### config.mk
export PLATFORM = sky130hd
export DESIGN_NAME = rs232_frame_fsm
export DESIGN_NICKNAME = d
export VERILOG_FILES = /design/src/rtl/rs232_pkg.sv /design/src/rtl/rs232_timeout_cnt.sv /design/src/rtl/rs232_frame_fsm.sv
export SDC_FILE = /design/constraint.sdc
export NUM_CORES = 1
export LEC_CHECK = 0
export BUFFER_PORTS_ARGS = -buffer_cell sky130_fd_sc_hd__buf_2
export CAP_MARGIN = 20
export CORE_MARGIN = 2
export CORE_UTILIZATION = 59
export DETAILED_ROUTE_END_ITERATION = 8
export PLACE_DENSITY = 0.8
export SYNTH_ARGS = -nofsm -noshare
export SYNTH_HDL_FRONTEND = slang
export SYNTH_HIERARCHICAL = 1
export SYNTH_SLANG_ARGS = --single-unit
### constraint.sdc
create_clock -name CLK_50MHZ -period 2.9 [get_ports CLK_50MHZ]
set_clock_uncertainty 0.15 [all_clocks]
set_input_delay 0.145 -clock CLK_50MHZ [delete_from_list [all_inputs] [get_ports CLK_50MHZ]]
set_output_delay 0.145 -clock CLK_50MHZ [all_outputs]
set_load 0.02 [all_outputs]
### src/rtl/rs232_pkg.sv
// rs232_pkg: byte width and frame FSM state encoding shared by the RS-232 receive blocks and benches.
package rs232_pkg;
    localparam int RS232_BYTE_W = 8;
    typedef enum logic [2:0] {
        IDLE      = 3'd0,
        WAIT_ADDR = 3'd1,
        WAIT_DATA = 3'd2,
        WAIT_SUM  = 3'd3,
        DONE      = 3'd4,
        ERROR     = 3'd5
    } state_t;
endpackage

### src/rtl/rs232_timeout_cnt.sv
// rs232_timeout_cnt: inter-byte idle counter; expired while the count sits at TIMEOUT_CYCLES-1.
module rs232_timeout_cnt #(
    parameter int TIMEOUT_CYCLES = 50000
) (
    input  logic CLK_50MHZ,
    input  logic RST,
    input  logic clr,
    input  logic en,
    output logic expired
);
    localparam int W = $clog2(TIMEOUT_CYCLES);
    localparam logic [W-1:0] LAST = W'(TIMEOUT_CYCLES - 1);
    logic [W-1:0] cnt;
    assign expired = cnt == LAST;
    // saturates at the terminal count so expired stays asserted until cleared
    always_ff @(posedge CLK_50MHZ or posedge RST) begin
        if (RST) cnt <= '0;
        else cnt <= clr ? '0 : (en && !expired) ? cnt + W'(1) : cnt;
    end
endmodule

### src/rtl/rs232_frame_fsm.sv
// rs232_frame_fsm: assembles address + data (+ optional checksum) frames from UART byte strobes
// and issues a one-cycle write strobe or error strobe per frame.
module rs232_frame_fsm
    import rs232_pkg::*;
#(
    parameter int DATA_BYTES     = 1,
    parameter int CHECKSUM_EN    = 0,
    parameter int TIMEOUT_CYCLES = 50000
) (
    input  logic                                CLK_50MHZ,
    input  logic                                RST,
    input  logic                                RX_DONE,
    input  logic [RS232_BYTE_W-1:0]             RX_DATA,
    output logic                                WR_EN,
    output logic [RS232_BYTE_W-1:0]             WR_ADDR,
    output logic [RS232_BYTE_W*DATA_BYTES-1:0]  WR_DATA,
    output logic                                ERR,
    output logic                                BUSY,
    output logic [2:0]                          state
);
    localparam int DW = RS232_BYTE_W * DATA_BYTES;
    localparam int CW = DATA_BYTES > 1 ? $clog2(DATA_BYTES) : 1;
    localparam logic [CW-1:0] LAST = CW'(DATA_BYTES - 1);
    state_t st;
    logic [RS232_BYTE_W-1:0] sh_addr, sum;
    logic [DW-1:0] sh_data, nxt_data;
    logic [CW-1:0] cnt;
    logic active, tmo;
    assign state = st;
    assign active = st == WAIT_DATA || st == WAIT_SUM;
    assign nxt_data = (sh_data << RS232_BYTE_W) | DW'(RX_DATA);
    rs232_timeout_cnt #(.TIMEOUT_CYCLES(TIMEOUT_CYCLES)) u_tmo (
        .CLK_50MHZ(CLK_50MHZ),
        .RST(RST),
        .clr(RX_DONE || !active),
        .en(active),
        .expired(tmo)
    );
    always_ff @(posedge CLK_50MHZ or posedge RST) begin
        if (RST) begin
            st      <= IDLE;
            WR_EN   <= 1'b0;
            ERR     <= 1'b0;
            BUSY    <= 1'b0;
            WR_ADDR <= '0;
            WR_DATA <= '0;
            sh_addr <= '0;
            sh_data <= '0;
            sum     <= '0;
            cnt     <= '0;
        end else begin
            WR_EN <= 1'b0;
            ERR   <= 1'b0;
            case (st)
                IDLE: st <= WAIT_ADDR;
                WAIT_ADDR: if (RX_DONE) begin
                    sh_addr <= RX_DATA;
                    sum     <= RX_DATA;
                    cnt     <= '0;
                    BUSY    <= 1'b1;
                    st      <= WAIT_DATA;
                end
                // a byte arriving on the terminal count cycle takes priority over the timeout
                WAIT_DATA: if (RX_DONE) begin
                    sh_data <= nxt_data;
                    sum     <= sum + RX_DATA;
                    cnt     <= cnt + CW'(1);
                    if (cnt == LAST) begin
                        if (CHECKSUM_EN != 0) st <= WAIT_SUM;
                        else begin
                            st      <= DONE;
                            BUSY    <= 1'b0;
                            WR_EN   <= 1'b1;
                            WR_ADDR <= sh_addr;
                            WR_DATA <= nxt_data;
                        end
                    end
                end else if (tmo) begin
                    st   <= ERROR;
                    ERR  <= 1'b1;
                    BUSY <= 1'b0;
                end
                WAIT_SUM: if (RX_DONE) begin
                    BUSY <= 1'b0;
                    if (RX_DATA == sum) begin
                        st      <= DONE;
                        WR_EN   <= 1'b1;
                        WR_ADDR <= sh_addr;
                        WR_DATA <= sh_data;
                    end else begin
                        st  <= ERROR;
                        ERR <= 1'b1;
                    end
                end else if (tmo) begin
                    st   <= ERROR;
                    ERR  <= 1'b1;
                    BUSY <= 1'b0;
                end
                DONE, ERROR: st <= WAIT_ADDR;
                default: begin
                    st   <= IDLE;
                    BUSY <= 1'b0;
                end
            endcase
        end
    end
endmodule

---- After elaboration in Yosys (flattened, before gate mapping) ----
Cells that the tools add are included.
operators by class
  $add $sub $neg .......................... 3
  equality and inequality tests ........... 13
  multiplexer cells ....................... 41
  bitwise logic cells ..................... 1
  reduce and logical (&&, ||, !) cells .... 16
operator list
  kind                                                             number
  8-bit two-way mux                                                10
  8-bit case mux with 2 select lines                               3
  16-bit two-way mux                                               2
  16-bit by 1-bit adder with 16-bit output, second input constant  1
  16-bit == test, second input constant                            1
  1-bit two-way mux                                                16
  3-bit two-way mux                                                5
  3-bit case mux with 4 select lines                               1
  8-bit adder                                                      1
  8-bit == test                                                    1
  2-bit != test, second input constant                             4
  3-bit by 2-bit == test with 1-bit output, second input constant  2
  3-bit == test, second input constant                             2
  1-bit case mux with 2 select lines                               3
  2-bit AND reduction                                              3
  3-bit AND reduction                                              2
  2-bit nonzero test                                               3
  5-bit AND reduction                                              1
  1-bit case mux with 4 select lines                               1
  3-bit by 1-bit == test with 1-bit output, second input constant  1
  3-bit logical NOT                                                1
  3-bit != test, second input constant                             1
  3-bit OR reduction                                               1
  1-bit logical NOT                                                2
  other kinds (5)                                                  6
storage, ports and cells
  flip-flop bits (word level) ............. 63
  input port bits ......................... 11

---- Logic depth before layout (Yosys ltp) ----
Gate-level depths: netlist (run 1).
  depth after elaboration ................. 5
  depth in mapped cells ................... 8
  depth with buffers taken out ............ 8

---- Cells and area by module ----
Netlist (run 1), hierarchy kept.
by module, submodules not included
  module             instances  cells an instance  area an instance (um^2)  sequential area each (um^2)
  rs232_frame_fsm    1          229                2393.5                   1176.1
  rs232_timeout_cnt  1          91                 884.6                    400.4

---- Worst setup path after synthesis (run 1) ----
OpenSTA, ideal clock, no wires.
  kind .................................... reg-to-reg
  start point ............................. reg sum[4]
  end point ............................... reg WR_ADDR[0]
  library setup time ...................... 0.125 ns
  data arrival time ....................... 1.959 ns
  data required time ...................... 2.625 ns
  slack ................................... 0.665 ns
  cell stages (with the launch flop) ...... 8
  buffers on the path ..................... 1
  period minus slack after synthesis ...... 2.235 ns
  cell sequence ........................... dfrtp_1 > ha_1 > nor4_1 > and3_1 > nand3_2 > a21boi_4 > buf_12 > mux2_4
between the ends
  word-level cells in the longest chain between the ends .. 3
RTL lines
  element                                             line                   source
  from (decl)                                         rs232_frame_fsm.sv:25  logic [RS232_BYTE_W-1:0] sh_addr, sum;
  from (signal assigned)                              rs232_frame_fsm.sv:66  sum <= sum + RX_DATA;
  8-bit == test                                       rs232_frame_fsm.sv:85  if (RX_DATA == sum) begin
  2-bit by 1-bit != test with 1-bit output (no line)  -
  5-bit AND reduction (no line)                       -
  to (signal assigned)                                rs232_frame_fsm.sv:74  WR_ADDR <= sh_addr;
  to (signal assigned)                                rs232_frame_fsm.sv:88  WR_ADDR <= sh_addr;
  to (decl)                                           rs232_frame_fsm.sv:15  output logic [RS232_BYTE_W-1:0] WR_ADDR,
No other way between the ends.
A chain may end at the register's enable or synchronous reset.

---- Worst setup path after layout (run 1) ----
  start point ............................. in RX_DATA[4]
  end point ............................... reg WR_DATA[3]
between the ends
  word-level cells in the longest chain between the ends .. 3
RTL lines
  element                                             line                   source
  from (decl)                                         rs232_frame_fsm.sv:13  input logic [RS232_BYTE_W-1:0] RX_DATA,
  8-bit == test                                       rs232_frame_fsm.sv:85
  2-bit by 1-bit != test with 1-bit output (no line)  -
  5-bit AND reduction (no line)                       -
  to (signal assigned)                                rs232_frame_fsm.sv:75  WR_DATA <= nxt_data;
  to (signal assigned)                                rs232_frame_fsm.sv:89  WR_DATA <= sh_data;
  to (decl)                                           rs232_frame_fsm.sv:16  output logic [RS232_BYTE_W*DATA_BYTES-1:0] WR_DATA,
No other way between the ends.

==> metrics, run 1 <==
first-pass GRT wire length=12080 um; Initial Util=0.6027; Hold WC Path Type=input pin to flip-flop; Total GRT Usage=0.2529; Die Area=6169 um^2; Synth top cells by count=63 x dfrtp_1, 62 x nand2_1, 21 x nor2_1, 18 x a21oi_1, 17 x mux2_2; final-report max-slew violation count=0; status=complete, no violations; syn_area_per_cell=10.24 um^2; hold depth=3; metal3 WL=329 um; Finished Cell Area=3806 um^2; Synth Flop Type=dfrtp_1; FMAX=392.0 MHz; Initial DRT Pass Iterations=4; Max Cap Viol=0; hold-fix buffers at CTS=9; Setup Buffers After CTS=0; Final Setup Violations=0; number of CTS-inserted buffers=9; fraction of layout cells with a size suffix above 1=0.2554; num rows=27; pwr dens=989.9 nW/um^2; CTS root buffer=clkbuf_8; Synth area leader=dfrtp_1; initial antenna violation count=0; Worst-Margin Slew=0.9779 ns; Congestion Overflow GR=0; crit end category=flip-flop; Post-synth EDFFs=0; slew margin rel.=0.3471; leakage=1.736 nW; Synth Instances=320; setup_tns=0 ns; top cells by area, synth=dfrtp_1 48%, nand2_1 7.1%, mux2_2 5.8%, mux2_4 4.6%, ha_1 3.1%; Min Hold Slack=0.08836 ns; Fin. Hold Viols=0; mapped cell area=3278 um^2; Die Span Y=78.54 um; clk_lat worst skew=0.35 ns; I/O pins=33; Routed WL=6986 um; maximum number of pins on one net before global-route repair=48; met2 wire len=3365 um; kind of critical path=input pin to flip-flop; CTS H-tree lvls=3; #FFs+latches synth=63; top-area cell type share of the netlist area=0.4809; crit path max fanout=17; WP data required=2.98 ns; Routed Antenna Nets=0; drt drc=0; DP Area=3493 um^2; Critical Path AT=2.63 ns; initial drt markers=252; vias in the first global route=2583; sequential area share after synthesis=0.4809; Peak VDD IR=0.0004587 V; clock slew at the register clock pins of the worst setup and hold paths=0.07 ns; Post-CTS Resized=0; M1 WL=3090 um; # diodes=0; Clock Path Buffers=2; vias per cell=5.779; Post-synth ARST share=1.000; layout net count=387; CTS tree=built; GP Congestion=0.9845; area grow syn2layout=16.11%; Setup crit start kind=input pin; Yosys cell types=58; routed via count=2566; RSZ-0062 raised after global routing=false; WL per Instance=15.73 um; synthesis warning total=6; syn_nets=340; crit share post-route=0.8797; top-count cell post-synth=dfrtp_1; Power Total=3.768 mW; Final Util=0.6998; core outline area=5439 um^2; die width=78.54 um; CTS sink cnt=63; top layer used by detailed routing=met4; PortBufs=32; cells on worst reg2reg path=7; crit path time final=2.551 ns; post-detail-place hpwl=4701 um
## critical path: stages
cell and delay (ns):
dlygate4sd3_1 0.53, buf_2 0.16, ha_1 0.36, nor4_1 0.29, and3_1 0.23, nand3_2 0.10
a21boi_4 0.16, buf_4 0.28, mux2_2 0.37
## power by group
group          switching (mW)  total, mW  internal [mW]
logic                   0.861       1.52          0.657
registers               0.206       1.40           1.19
clock network           0.346      0.854          0.507
## cell type report
| cell class | count | area (um^2) |
|---|---|---|
| Timing Repair Buffer | 44 | 272.8 |
| Tap cell | 72 | 90.09 |
| Sequential cell | 63 | 1577 |
| Multi-Input combinational cell | 239 | 1607 |
| Fill cell | 427 | 1633 |
| Clock inverter | 5 | 81.33 |
| Clock buffer | 11 | 141.4 |
| Inverter | 10 | 37.54 |
## cell families after synthesis
logic type | synth area share
fa+ha+maj | 0.03664
compound gates | 0.1008
buf+inv | 0.02901
xor+xnor | 0.02672
simple gates | 0.2187
flops | 0.4809
mux | 0.1072
## layout by cell type (no fill, tap or decap), types with 3 or more instances in the layout
cell / instances
o21ai_0: 14
or3_1: 4
nand3_1: 8
buf_2: 32
clkbuf_8: 10
mux2_4: 10
nand2_1: 62
dfrtp_1: 63
mux2_2: 17
nor2_1: 21
o21ai_1: 3
a21oi_1: 18
buf_4: 3
xnor2_1: 10
nor4_1: 4
ha_1: 8
a211oi_1: 3
inv_1: 8
dlygate4sd3_1: 9
nor3_1: 7
nor2b_1: 5
## registers in the layout, indices dropped and copies added, names as in the netlist
| name | count |
|---|---|
| BUSY | 1 |
| ERR | 1 |
| WR_ADDR | 8 |
| WR_DATA | 8 |
| WR_EN | 1 |
| cnt | 1 |
| sh_addr | 8 |
| sh_data | 8 |
| state | 3 |
| sum | 8 |
| u_tmo/cnt | 16 |
## routing by layer
layer	vias up	GRT usage
met1	1268	0.3293
met2	68	0.3966
met3	16	0.07356
met5	-	0
li1	1214	-
met4	0	0.1053
## through the flow
| stage | setup slack (ns) | cells |
|---|---|---|
| 3_3_place_gp | 0.5404 | 419 |
| 5_1_grt | 0.2466 | 444 |
| 6_report | 0.3487 | 444 |
| 3_5_place_dp | 0.4738 | 419 |
| 4_1_cts | 0.3508 | 444 |
| 2_1_floorplan | 0.6655 | 320 |
## path summary, 6_finish.rpt
kind / from / endpoint / slack, ns
max in group asynchronous: RST / state[2]$_DFFE_PP0P_ / 1.55
hold reg to reg: sh_addr[0]$_DFFE_PP0P_ / sh_addr[0]$_DFFE_PP0P_ / 0.33
setup / recovery: RX_DATA[4] / WR_DATA[3]$_DFFE_PP0P_ / 0.35
hold / removal: RX_DONE / state[1]$_DFFE_PP0P_ / 0.09
min in group asynchronous: RST / u_tmo/cnt[13]$_DFFE_PP0P_ / 0.28
setup reg to reg: sum[4]$_DFFE_PP0P_ / WR_DATA[3]$_DFFE_PP0P_ / 0.47
No activity file was read; power rests on OpenSTA's default activity.
==> run 2: changes to the inputs <==
--- a/config.mk
+++ b/config.mk
@@ -5,12 +5,13 @@
 export SDC_FILE = /design/constraint.sdc
 export NUM_CORES = 1
 export LEC_CHECK = 0
+export ABC_AREA = 1
 export BUFFER_PORTS_ARGS = -buffer_cell sky130_fd_sc_hd__buf_2
 export CAP_MARGIN = 20
 export CORE_MARGIN = 2
 export CORE_UTILIZATION = 59
 export DETAILED_ROUTE_END_ITERATION = 8
-export PLACE_DENSITY = 0.8
+export PLACE_DENSITY = 0.79
 export SYNTH_ARGS = -nofsm -noshare
 export SYNTH_HDL_FRONTEND = slang
 export SYNTH_HIERARCHICAL = 1
==> run 2 against run 1 <==
  * Sequential power is 3% lower
  * Die area is 6.2% higher
  * First-iteration DRC count is 19% lower
==> metrics, run 2 <==
Largest register FFs=16 (unchanged); Worst-Margin Slew=0.7376 ns (was 0.9779 ns); routed via count=3125 (was 2566); Final Util=0.6928 (was 0.6998); first-pass GRT wire length=13030 um (was 12080 um); crit path time final=2.186 ns (was 2.551 ns); # diodes=0 (unchanged); Min Hold Slack=0.03399 ns (was 0.08836 ns); WP data required=2.98 ns (about the same); hold-fix buffers at CTS=7 (was 9); final-report max-slew violation count=0 (unchanged); Post-synth EDFFs=0 (unchanged); Peak VDD IR=0.0006470 V (was 0.0004587 V); DP Area=3684 um^2 (was 3493 um^2); pwr dens=986.6 nW/um^2 (was 989.9 nW/um^2); Hold Path End=sh_addr[7]$_DFFE_PP0P_ (was state[1]$_DFFE_PP0P_); Reg with most FFs=u_tmo/cnt (unchanged); Synth top cells by count=158 x nand2_1, 63 x dfrtp_1, 45 x inv_1, 36 x nand3_1, 34 x nor2_1 (was 63 x dfrtp_1, 62 x nand2_1, 21 x nor2_1, 18 x a21oi_1, 17 x mux2_2); vias per cell=5.444 (was 5.779); Yosys cell types=32 (was 58); FMAX=457.4 MHz (was 392.0 MHz); placed cells=550 (was 419); Setup Buffers After CTS=0 (unchanged); WL per Instance=13.50 um (was 15.73 um); Synth Instances=452 (was 320); Synth area leader=dfrtp_1 (unchanged); Power Total=3.975 mW (was 3.768 mW); slew margin rel.=0.5077 (was 0.3471); vias in the first global route=2835 (was 2583); initial antenna violation count=0 (unchanged); top-area cell type share of the netlist area=0.4516 (was 0.4809); Max Cap Viol=0 (unchanged); Hold WC Path Type=input pin to flip-flop (unchanged); Worst Slack Setup Final=0.7137 ns (was 0.3487 ns); Die Span Y=80.92 um (was 78.54 um); r2r setup slk=0.84 ns (was 0.47 ns); non-filler cells, final=574 (was 444); die width=80.92 um (was 78.54 um); commonest non-fill, non-tap cell in the layout=nand2_1 (was dfrtp_1); clk_lat worst skew=0.34 ns (was 0.35 ns); drt drc=0 (unchanged); setup_tns=0 ns (unchanged); Congestion Overflow GR=0 (unchanged); RSZ-0062 raised after global routing=false (unchanged); clock slew at the register clock pins of the worst setup and hold paths=0.07 ns (about the same); status=complete, no violations (unchanged); Post-synth ARST share=1.000 (unchanged); synthesis warning total=6 (unchanged); core outline area=5816 um^2 (was 5439 um^2); I/O pins=33 (unchanged); maximum number of pins on one net before global-route repair=48 (unchanged); #FFs+latches synth=63 (unchanged); Initial Util=0.6003 (was 0.6027); Finished Cell Area=4029 um^2 (was 3806 um^2); CTS tree=built (unchanged); crit share post-route=0.7539 (was 0.8797); Initial DRT Pass Iterations=5 (was 4); CTS sink cnt=63 (unchanged); cells on worst reg2reg path=9 (was 7); Synth Flop Type=dfrtp_1 (unchanged); Post-CTS Resized=0 (unchanged); pre-CTS setup slack=0.8526 ns (was 0.4738 ns); mapped cell area=3491 um^2 (was 3278 um^2); initial drt markers=205 (was 252); top-count cell post-synth=nand2_1 (was dfrtp_1); Total GRT Usage=0.2586 (was 0.2529); PortBufs=32 (unchanged); commonest non-fill, non-tap cells in the layout=158 x nand2_1, 63 x dfrtp_1, 44 x inv_1, 36 x nand3_1, 34 x nor2_1 (was 63 x dfrtp_1, 62 x nand2_1, 32 x buf_2, 21 x nor2_1, 18 x a21oi_1); syn_nets=472 (was 340); area grow syn2layout=15.41% (was 16.11%); post-detail-place hpwl=5412 um (was 4701 um); kind of critical path=input pin to flip-flop (unchanged); Clock Path Buffers=2 (unchanged); Critical R2R Capture=WR_DATA[6]$_DFFE_PP0P_ (was WR_DATA[3]$_DFFE_PP0P_); top cells by area, synth=dfrtp_1 45%, nand2_1 17%, nand3_1 5.2%, inv_1 4.8%, o21ai_0 4.0% (was dfrtp_1 48%, nand2_1 7.1%, mux2_2 5.8%, mux2_4 4.6%, ha_1 3.1%); CTS H-tree lvls=3 (unchanged); FF-to-FF Start=sum[2]$_DFFE_PP0P_ (was sum[4]$_DFFE_PP0P_); Setup crit start kind=input pin (unchanged); fraction of layout cells with a size suffix above 1=0.1423 (was 0.2554); Routed Antenna Nets=0 (unchanged); hold depth=3 (unchanged); leakage=2.120 nW (was 1.736 nW); syn_area_per_cell=7.723 um^2 (was 10.24 um^2); sequential area share after synthesis=0.4516 (was 0.4809); Final Setup Violations=0 (unchanged); Die Area=6548 um^2 (was 6169 um^2); Critical Path AT=2.27 ns (was 2.63 ns); crit end category=flip-flop (unchanged); num rows=28 (was 27); CTS root buffer=clkbuf_8 (unchanged); layout net count=514 (was 387); Routed WL=7751 um (was 6986 um); Fin. Hold Viols=0 (unchanged); GP Congestion=0.9045 (was 0.9845); crit path max fanout=17 (unchanged); number of CTS-inserted buffers=9 (unchanged); Hold Crit Start=RX_DATA[7] (was RX_DONE)
run 2: layer usage:
layer / up-vias / GRT usage / part of all wire
li1: 1535 / - / -
met1: 1463 / 0.3555 / 0.46
met2: 112 / 0.4050 / 0.47
met3: 15 / 0.05000 / 0.056
met4: 0 / 0.1017 / 0.018
met5: - / 0 / 0
run 2: kinds of logic after synthesis:
family,count (synthesis),synth area share
muxes,2,0.006451
AOI/OAI and AO/OA,51,0.08029
xor gates and xnor gates,11,0.02760
and+or+nand+nor,257,0.3258
buffers and inverters,59,0.07383
adders and majority gates,9,0.03441
DFF,63,0.4516
run 2: layout make-up:
cell class	count	area, um^2
fill	482	1787
multi-input combinational	330	1657
sequential	63	1577
timing repair buffer	42	265.3
inverter	48	181.4
clock buffer	11	151.4
clock inverter	5	103.9
tap	75	93.84
run 2: how the worst max path moves through the flow:
stage                                            to  slack, ns                  from  depth (start not counted)
final                        WR_DATA[6]$_DFFE_PP0P_       0.71            RX_DATA[2]                         11
after floorplan           u_tmo/cnt[10]$_DFFE_PP0P_       1.13  state[2]$_DFFE_PP0P_                          8
after detailed placement     WR_DATA[6]$_DFFE_PP0P_       0.85    sum[2]$_DFFE_PP0P_                          9
after CTS                    WR_DATA[6]$_DFFE_PP0P_       0.74            RX_DATA[2]                         11
after global routing         WR_DATA[6]$_DFFE_PP0P_       0.57            RX_DATA[2]                         11
after global placement       WR_ADDR[7]$_DFFE_PP0P_       0.89    sum[2]$_DFFE_PP0P_                          9
run 2: power by group:
group | total, mW | internal [mW] | leakage, nW | switching [mW]
Clock | 0.966 | 0.618 | 0.130 | 0.348
Combinational | 1.65 | 0.550 | 1.18 | 1.10
Sequential | 1.36 | 1.18 | 0.807 | 0.177
Total | 3.97 | 2.35 | 2.12 | 1.63
run 2: critical path, cell delays in order:
cell and delay [ns]:
dlygate4sd3_1 0.54, buf_2 0.14, ha_1 0.38, nor2_1 0.16, nand3_1 0.09, nor2_1 0.17, nand3_2 0.11, nand2_4 0.19
nand2_4 0.16, nand2_1 0.12, nand2_1 0.06
==> run 3: changes to the inputs <==
--- a/config.mk
+++ b/config.mk
@@ -9,9 +9,9 @@
 export BUFFER_PORTS_ARGS = -buffer_cell sky130_fd_sc_hd__buf_2
 export CAP_MARGIN = 20
 export CORE_MARGIN = 2
-export CORE_UTILIZATION = 59
+export CORE_UTILIZATION = 54
 export DETAILED_ROUTE_END_ITERATION = 8
-export PLACE_DENSITY = 0.79
+export PLACE_DENSITY = 0.77
 export SYNTH_ARGS = -nofsm -noshare
 export SYNTH_HDL_FRONTEND = slang
 export SYNTH_HIERARCHICAL = 1
==> constraint.sdc (replaced) <==
create_clock -name CLK_50MHZ -period 2 [get_ports CLK_50MHZ]
set_clock_uncertainty 0.15 [all_clocks]
set_input_delay 0.1 -clock CLK_50MHZ [delete_from_list [all_inputs] [get_ports CLK_50MHZ]]
set_output_delay 0.1 -clock CLK_50MHZ [all_outputs]
set_load 0.02 [all_outputs]
==> run 3 against run 2 <==
  * Wire length hardly changed
  * Utilization is 4.4 points lower
  * Via count is 0.61% lower
  * Clock power is 11% higher
  * Critical endpoint is now WR_ADDR[7]$_DFFE_PP0P_
==> metrics, run 3 (synthesis results as in run 2) <==
status=complete, no violations (unchanged); number of CTS-inserted buffers=9 (unchanged); Worst Slack Setup Final=0.1034 ns (was 0.7137 ns); initial antenna violation count=0 (unchanged); Clock Path Buffers=2 (unchanged); Routed Antenna Nets=0 (unchanged); Die Span Y=84.40 um (was 80.92 um); routed via count=3106 (was 3125); crit path cell chain=dlygate4sd3_1 -> buf_2 -> ha_1 -> inv_1 -> nand3_1 -> nor2_2 -> nand3_2 -> nand2_4 -> buf_12 -> nand3_1 -> nand2_1 (was dlygate4sd3_1 -> buf_2 -> ha_1 -> nor2_1 -> nand3_1 -> nor2_1 -> nand3_2 -> nand2_4 -> nand2_4 -> nand2_1 -> nand2_1); CTS sink cnt=63 (unchanged); num rows=29 (was 28); Slowest cell on crit path=dlygate4sd3_1 (unchanged); commonest non-fill, non-tap cells in the layout=158 x nand2_1, 63 x dfrtp_1, 44 x inv_1, 36 x nand3_1, 33 x nor2_1 (was 158 x nand2_1, 63 x dfrtp_1, 44 x inv_1, 36 x nand3_1, 34 x nor2_1); PortBufs=32 (unchanged); Max Cap Viol=0 (unchanged); drt drc=0 (unchanged); crit path from=RX_DATA[5] (was RX_DATA[2]); clk_lat worst skew=0.34 ns (about the same); Setup Buffers After CTS=0 (unchanged); vias per cell=5.291 (was 5.444); FF-to-FF Start=sum[5]$_DFFE_PP0P_ (was sum[2]$_DFFE_PP0P_); I/O pins=33 (unchanged); fraction of layout cells with a size suffix above 1=0.1627 (was 0.1423); placed cells=561 (was 550); CTS H-tree lvls=3 (unchanged); kind of critical path=input pin to flip-flop (unchanged); final-report max-slew violation count=0 (unchanged); WP data required=2.12 ns (was 2.98 ns); pre-CTS setup slack=-0.06147 ns (was 0.8526 ns); die width=84.40 um (was 80.92 um); layout net count=525 (was 514); first-pass GRT wire length=13220 um (was 13030 um); post-detail-place hpwl=5607 um (was 5412 um); pwr dens=1364 nW/um^2 (was 986.6 nW/um^2); crit-path max cell delay=0.54 ns (about the same); area grow syn2layout=17.38% (was 15.41%); Setup crit start kind=input pin (unchanged); CTS root buffer=clkbuf_8 (unchanged); setup_tns=0 ns (unchanged); GP Congestion=0.8976 (was 0.9045); fill cell count=549 (was 482); Die Area=7123 um^2 (was 6548 um^2); Final Setup Violations=0 (unchanged); Final Util=0.6490 (was 0.6928); maximum number of pins on one net before global-route repair=28 (was 48); initial drt markers=216 (was 205); Peak VDD IR=0.0008284 V (was 0.0006470 V); crit path max fanout=16 (was 17); Total GRT Usage=0.2280 (was 0.2586); Critical Path AT=2.02 ns (was 2.27 ns); RSZ-0062 raised after global routing=false (unchanged); crit path time final=1.897 ns; leakage=2.135 nW (was 2.120 nW); crit end category=flip-flop (unchanged); CTS tree=built (unchanged); Congestion Overflow GR=0 (unchanged); commonest non-fill, non-tap cell in the layout=nand2_1 (unchanged); Initial DRT Pass Iterations=5 (unchanged); Min Hold Slack=0.2206 ns (was 0.03399 ns); non-filler cells, final=587 (was 574); crit share post-route=0.9483; slew margin rel.=0.5530 (was 0.5077); most frequent cell on the critical path=nand3_1; Fin. Hold Viols=0 (unchanged); WL per Instance=13.19 um (was 13.50 um); FMAX=527.3 MHz; clock slew at the register clock pins of the worst setup and hold paths=0.07 ns (about the same); vias in the first global route=2999 (was 2835); Reg with most FFs=u_tmo/cnt (unchanged); # diodes=0 (unchanged); Routed WL=7744 um (was 7751 um); core outline area=6314 um^2 (was 5816 um^2); Initial Util=0.5529 (was 0.6003); Hold WC Path Type=input pin to asynchronous set/reset pin (was input pin to flip-flop); Worst-Margin Slew=0.6698 ns (was 0.7376 ns); Largest register FFs=16 (unchanged)
[run 3: worst max-delay path: cells and delay by family]
kind / cells / cell delay [ns]
and+or+nand+nor: 6 / 0.66
adders and majority gates: 1 / 0.35
buffers and inverters: 4 / 0.92
[run 3: metal layers]
| metal | global-route usage | vias up | part of all wire |
|---|---|---|---|
| met5 | 0 | - | 0 |
| met4 | 0.06494 | 0 | 0.0084 |
| met3 | 0.05015 | 6 | 0.051 |
| met2 | 0.3672 | 90 | 0.47 |
| met1 | 0.3135 | 1447 | 0.47 |
| li1 | - | 1563 | - |
[run 3: final cells by class]
class / instances / area (um^2) / area share
repair buffers: 53 / 355.3 / 0.08672
multi-input cells: 330 / 1699 / 0.4147
flip-flops and latches: 63 / 1577 / 0.3847
inverters: 48 / 181.4 / 0.04427
clock buffers: 10 / 127.6 / 0.03114
clock inverters: 6 / 61.31 / 0.01496
well taps: 77 / 96.34 / 0.02351
[run 3: what timing repair did]
| item | in CTS | in global routing |
|---|---|---|
| resized for setup | 1 | 5 |
| hold buffers | 10 | 0 |
| gates cloned | 0 | 0 |
| setup endpoints to repair | 12 | 16 |
| hold endpoints to repair | 61 | 0 |
[run 3: power breakdown]
part,internal (mW),total [mW],switching (mW),leakage (nW)
logic,0.922,2.55,1.63,1.23
registers,1.71,1.97,0.257,0.807
clock network,0.571,1.07,0.503,0.0960
total,3.20,5.59,2.39,2.14
[run 3: final timing paths]
check                                         end  slack, ns  depth (start not counted)
max reg2reg                WR_ADDR[7]$_DFFE_PP0P_       0.16                          9
min in group CLK_50MHZ     WR_ADDR[0]$_DFFE_PP0P_       0.32                          2
min                        sh_addr[1]$_DFFE_PP0P_       0.22                          3
min reg2reg                WR_ADDR[0]$_DFFE_PP0P_       0.32                          2
max in group asynchronous  WR_ADDR[2]$_DFFE_PP0P_       0.85                          4
max                        WR_ADDR[7]$_DFFE_PP0P_       0.10                         11
[run 3: stage by stage]
step	area, um^2	power (mW)
2_1_floorplan	3491	3.801
5_1_grt	4098	6.006
3_5_place_dp	3766	4.438
6_report	4098	5.591
4_1_cts	4059	5.539
3_3_place_gp	3766	4.364
